[src/rtl/button_multi_counter.sv]
// rtl/button_multi_counter.sv - multi-channel debounced push-button up/down counter with auto-repeat
module button_multi_counter #(
    parameter int CHANNELS     = 4,
    parameter int WIDTH        = 8,
    parameter int STEP         = 1,
    parameter int DEBOUNCE     = 16,
    parameter int HOLD_TICKS   = 500,
    parameter int REPEAT_TICKS = 100,
    parameter int SATURATE     = 0
) (
    input  logic                      clk,
    input  logic                      rst,
    input  logic                      ce,
    input  logic [CHANNELS-1:0]       b_in,
    input  logic [CHANNELS-1:0]       dir,
    input  logic                      clr,
    output logic [CHANNELS*WIDTH-1:0] count,
    output logic [CHANNELS-1:0]       evt,
    output logic [CHANNELS-1:0]       ovf
);
    localparam int DW = $clog2(DEBOUNCE + 1);
    localparam int HW = $clog2(HOLD_TICKS + 2);
    localparam int RW = $clog2(REPEAT_TICKS + 1);
    localparam logic [WIDTH-1:0] STEP_W = WIDTH'(STEP);

    for (genvar g = 0; g < CHANNELS; g++) begin : g_ch
        logic [1:0]       sync;
        logic             s;
        logic             db;
        logic [DW-1:0]    db_cnt;
        logic [HW-1:0]    hold_cnt;
        logic [RW-1:0]    rep_cnt;
        logic [WIDTH-1:0] cnt;
        logic             evt_r;
        logic             ovf_r;

        logic             accept;
        logic             press;
        logic             rep_fire;
        logic             ev;
        logic [WIDTH:0]   up_sum;
        logic [WIDTH:0]   dn_diff;
        logic             ofl;
        logic [WIDTH-1:0] nxt;

        assign s = sync[1];

        always_comb begin
            accept   = ce && (s != db) && (db_cnt == DW'(DEBOUNCE - 1));
            press    = accept && s;
            rep_fire = 1'b0;
            // A repeat never fires on the tick that accepts the release.
            if (HOLD_TICKS > 0 && ce && db && !accept) begin
                if (hold_cnt < HW'(HOLD_TICKS))
                    rep_fire = (hold_cnt == HW'(HOLD_TICKS - 1));
                else
                    rep_fire = (rep_cnt == RW'(REPEAT_TICKS - 1));
            end
            ev      = press || rep_fire;
            up_sum  = {1'b0, cnt} + {1'b0, STEP_W};
            dn_diff = {1'b0, cnt} - {1'b0, STEP_W};
            ofl     = dir[g] ? dn_diff[WIDTH] : up_sum[WIDTH];
            if (dir[g])
                nxt = (SATURATE != 0 && ofl) ? '0 : dn_diff[WIDTH-1:0];
            else
                nxt = (SATURATE != 0 && ofl) ? '1 : up_sum[WIDTH-1:0];
        end

        always_ff @(posedge clk or negedge rst) begin
            if (!rst) begin
                sync     <= '0;
                db       <= 1'b0;
                db_cnt   <= '0;
                hold_cnt <= '0;
                rep_cnt  <= '0;
                cnt      <= '0;
                evt_r    <= 1'b0;
                ovf_r    <= 1'b0;
            end else begin
                sync <= {sync[0], b_in[g]};

                if (ce) begin
                    if (s == db) begin
                        db_cnt <= '0;
                    end else if (accept) begin
                        db     <= s;
                        db_cnt <= '0;
                    end else begin
                        db_cnt <= db_cnt + DW'(1);
                    end
                end

                // Hold counter restarts from 0 on every press, so press and repeat cannot coincide.
                if (!db || HOLD_TICKS == 0) begin
                    hold_cnt <= '0;
                    rep_cnt  <= '0;
                end else if (ce && !accept) begin
                    if (hold_cnt < HW'(HOLD_TICKS)) begin
                        hold_cnt <= hold_cnt + HW'(1);
                        rep_cnt  <= '0;
                    end else begin
                        rep_cnt <= rep_fire ? '0 : rep_cnt + RW'(1);
                    end
                end

                evt_r <= ev;
                if (clr) begin
                    cnt   <= '0;
                    ovf_r <= 1'b0;
                end else if (ev) begin
                    cnt   <= nxt;
                    ovf_r <= ofl;
                end else begin
                    ovf_r <= 1'b0;
                end
            end
        end

        assign count[g*WIDTH +: WIDTH] = cnt;
        assign evt[g]                  = evt_r;
        assign ovf[g]                  = ovf_r;
    end
endmodule

[config.mk]
export PLATFORM = sky130hd
export DESIGN_NAME = button_multi_counter
export DESIGN_NICKNAME = d
export VERILOG_FILES = /design/src/rtl/button_multi_counter.sv
export SDC_FILE = /design/constraint.sdc
export NUM_CORES = 1
export LEC_CHECK = 0
export CELL_PAD_IN_SITES_DETAIL_PLACEMENT = 1
export CELL_PAD_IN_SITES_GLOBAL_PLACEMENT = 1
export CORE_MARGIN = 2
export CORE_UTILIZATION = 45
export CTS_CLUSTER_DIAMETER = 40
export CTS_CLUSTER_SIZE = 12
export DETAILED_ROUTE_END_ITERATION = 8
export DONT_BUFFER_PORTS = 1
export HOLD_SLACK_MARGIN = 0.08
export PLACE_DENSITY = 0.85
export SLEW_MARGIN = 25
export SYNTH_ARGS = -nofsm -noshare
export SYNTH_HDL_FRONTEND = slang
export SYNTH_SLANG_ARGS = --single-unit
[constraint.sdc]
create_clock -name clk -period 2.02 [get_ports clk]
set_clock_uncertainty 0.1 [all_clocks]
set_input_delay 0.303 -clock clk [delete_from_list [all_inputs] [get_ports clk]]
set_output_delay 0.303 -clock clk [all_outputs]
set_load 0.005 [all_outputs]
==> flow_metrics.env <==
export IMPL_synthAdderAreaFrac=0.03331
export IMPL_grt_pass1_vias=8040
export IMPL_relSlewSlack=0.3452
export IMPL_synth_top_area_share=0.4530
export IMPL_hpwl_mm=14.78
export IMPL_synthXorXnorAreaFrac=0.05130
export IMPL_clockRootBuffer="clkbuf_16"
export IMPL_ant_nets=0
export IMPL_wirelength_mm=35.56
export IMPL_cpPeakStageDelay_ns=0.85
export IMPL_worstSetupPathType="flip-flop to flip-flop"
export IMPL_routedWlPerCell_um=30.29
export IMPL_synth_simple_area_share=0.2517
export IMPL_endpoint_kind="flip-flop"
export IMPL_cap_violations=0
export IMPL_synth_compound_area_frac=0.1561
export IMPL_synth_cells=793
export IMPL_fmax_mhz=386.9
export IMPL_clkTransAtPathRegs_ns=0.06
export IMPL_rrSetupSlack_ns=-0.56
export IMPL_grt_pass1_wl_mm=43.53
export IMPL_viasPerCell=6.961
export IMPL_crit_arrival_ns=2.86
export IMPL_pwr_share_clk=0.500
export IMPL_grt_max_degree=137
export IMPL_core_area_um2=16470
export IMPL_rsz0062_at_grt="yes"
export IMPL_synth_edff_count=0
export IMPL_initial_core_util=0.4562
export IMPL_fin_crit_ns=2.584
export IMPL_dpl_worst_slack_ns=-0.2291
export IMPL_cpMaxStageDelayCell="nor3_1"
export IMPL_yosysUniqueCellTypes=68
export IMPL_yosysWarnings=0
export IMPL_core_rowCount=47
export IMPL_ios=52
export IMPL_die_h_um=133.2
export IMPL_cts_tree="yes"
export IMPL_track_usage=0.3120
export IMPL_outcome="finished with violations"
export IMPL_synth_ff_type="dfrtp_1"
export IMPL_power_density_nw_per_um2=655.4
export IMPL_startpoint_type="flip-flop"
export IMPL_fill_cells=1744
export IMPL_ys_top_cells_by_area="dfrtp_1 45%, o21ai_0 4.5%, ha_1 3.3%"
export IMPL_drt_iter0_drc=1024
export IMPL_final_cell_mix="133 x buf_4, 133 x dfrtp_1, 55 x nor2_1, 53 x nand2_1, 40 x o21ai_0"
export IMPL_finalHoldViolCount=136
export IMPL_drc=0
export IMPL_die_area_um2=17740
export IMPL_ys_seq_area_frac=0.4530
export IMPL_violations="hold timing, setup timing"
export IMPL_setup_violations_final=63
export IMPL_clk_path_buf_depth=2
export IMPL_hp_class="primary input to async pin"
export IMPL_gr_total_overflow=0
export IMPL_reg2reg_depth=6
export IMPL_power_switching_mw=1.681
export IMPL_yosys_mux_area_fraction=0.01832
export IMPL_worst_pin_slew_ns=0.9747
export IMPL_drt_first_pass_iters=7
export IMPL_intPower_mw=5.053
export IMPL_ys_seq_elements=136
export IMPL_mappedNetlistNets=825
export IMPL_synth_top_area_cell="dfrtp_1"
export IMPL_cts_sinks=136
export IMPL_maxSlewViolCount=0
export IMPL_finalCritPeriodShare=1.279
export IMPL_die_w_um=133.2
export IMPL_peakVddDrop_mv=0.5934
export IMPL_reg2reg_to="g_ch[1].cnt[7]"
export IMPL_diodes=0
export IMPL_power_frac_seq=0.425
export IMPL_cts_buffers_inserted=17
export IMPL_ys_async_sr_fraction=1.000
export IMPL_worst_hold_slack_ns=-0.5464
export IMPL_ctsHtreeMaxLevel=4
export IMPL_drive_gt1_frac=0.3417
export IMPL_netlist_area_um2=7512
export IMPL_antenna_found_initial=0
export IMPL_via_count=8172
export IMPL_clkLatencyLatePin_ns=0.45
export IMPL_cp_max_fo=6
export IMPL_numPortBuffers=0
export IMPL_path_cells="buf_4 > nand4b_1 > nor3_1 > a21oi_1 > or3_4 > a21oi_2"
export IMPL_p_leak_nw=4.381
export IMPL_swShare=0.2496
export IMPL_worstPathRequired_ns=2.30
export IMPL_combPwrFrac=0.076
export IMPL_nets=975
export IMPL_synth_top_family_by_area="simple AND/OR/NAND/NOR gates"
export IMPL_finalWorstSetupSlack_ns=-0.5643
export IMPL_r2r_start="g_ch[1].cnt[2]"
export IMPL_fin_util=0.6239
export IMPL_setup_tns_ns=-7.261
export IMPL_avgSynthCellArea_um2=9.473
export IMPL_place_gp_congestion=0.8478
export IMPL_area_delta_synth_final_pct=36.76
## repair_timing
action	CTS	global route
setup endpoints to repair	50	76
gates cloned	1	2
pin swaps	20	50
buffers inserted	10	30
gates resized for setup	60	135
hold buffers	15	1
endpoints found under the hold margin	192	137
## worst max-delay path by stage
stage,from,endpoint,slack [ns],depth (start not counted)
2_1_floorplan,g_ch[2].hold_cnt[0],g_ch[2].rep_cnt[6],-0.02,6
4_1_cts,g_ch[0].rep_cnt[3],g_ch[0].cnt[4],-0.15,5
3_5_place_dp,g_ch[2].hold_cnt[0],g_ch[2].rep_cnt[6],-0.23,7
5_1_grt,g_ch[1].cnt[2],g_ch[1].cnt[7],-0.54,6
6_report,g_ch[1].cnt[2],g_ch[1].cnt[7],-0.56,6
3_3_place_gp,g_ch[0].rep_cnt[3],g_ch[0].cnt[7],-0.06,5
## stage by stage
step | std cells | cell area, um^2 | power, mW
2_1_floorplan | 793 | 7536 | 3.074
3_3_place_gp | 1086 | 8428 | 3.148
3_5_place_dp | 1086 | 8428 | 3.185
4_1_cts | 1142 | 9482 | 6.484
5_1_grt | 1174 | 10270 | 6.863
6_report | 1174 | 10270 | 6.734
## cell usage after synthesis (8+ instances only)
cell type	instances
dfrtp_1	136
o21ai_0	67
nor2_1	59
nand2_1	55
nand3_1	39
a21oi_1	35
inv_1	29
or3_1	29
nor3_1	28
xnor2_1	27
ha_1	20
xor2_1	17
and3_1	16
nand4_1	14
nand2b_1	13
and2_1	12
clkbuf_1	12
nor2b_1	12
nand4b_1	11
o21a_1	10
a31oi_1	9
buf_4	8
nor4_1	8
## final cells by class
type / count / area [um^2] / area share
multi-input combinational: 598 / 4564 / 0.4443
sequential: 136 / 3407 / 0.3316
timing repair buffer: 161 / 1308 / 0.1273
clock buffer: 21 / 480.5 / 0.04677
tap: 220 / 275.3 / 0.02679
clock inverter: 9 / 122.6 / 0.01194
inverter: 29 / 116.4 / 0.01133
## critical path, delay by kind of cell, from the launching register on
kind,cells,cell delay (ns)
buf+inv,1,0.18
compound gates,2,0.33
simple gates,3,1.53
flops,1,0.38
## per-layer routing
| layer | vias up | track usage | routed length [um] |
|---|---|---|---|
| met5 | - | 0 | 0 |
| met4 | 0 | 0.1572 | 2625 |
| met3 | 256 | 0.06202 | 2942 |
| met2 | 623 | 0.5651 | 17180 |
| met1 | 4087 | 0.3492 | 12810 |
| li1 | 3206 | - | - |
## power groups by stage
stage	logic [mW]	registers, mW	clock network [mW]
after floorplan	0.198	2.88	0
after global placement	0.273	2.88	0
after detailed placement	0.302	2.88	0
after CTS	0.379	2.84	3.27
after global routing	0.527	2.86	3.48
final	0.509	2.86	3.37
## registers in the layout, summed over array words and instances, names as in the netlist
signal and count:
g_ch.sync 8, g_ch.rep_cnt 28, g_ch.db 4, g_ch.ovf_r 4, g_ch.evt_r 4, g_ch.hold_cnt 36
g_ch.db_cnt 20, g_ch.cnt 32
## cells by family (layout without fill, tap and decap cells)
group,Yosys count,count (layout)
adder cells (fa/ha/maj),20,20
buffers and inverters,60,220
multiplexers,13,13
AND/OR/NAND/NOR,338,339
XOR/XNOR,44,44
AO/OA/AOI/OAI,182,182
flip-flops,136,136
(Power assumes the default switching activity.)
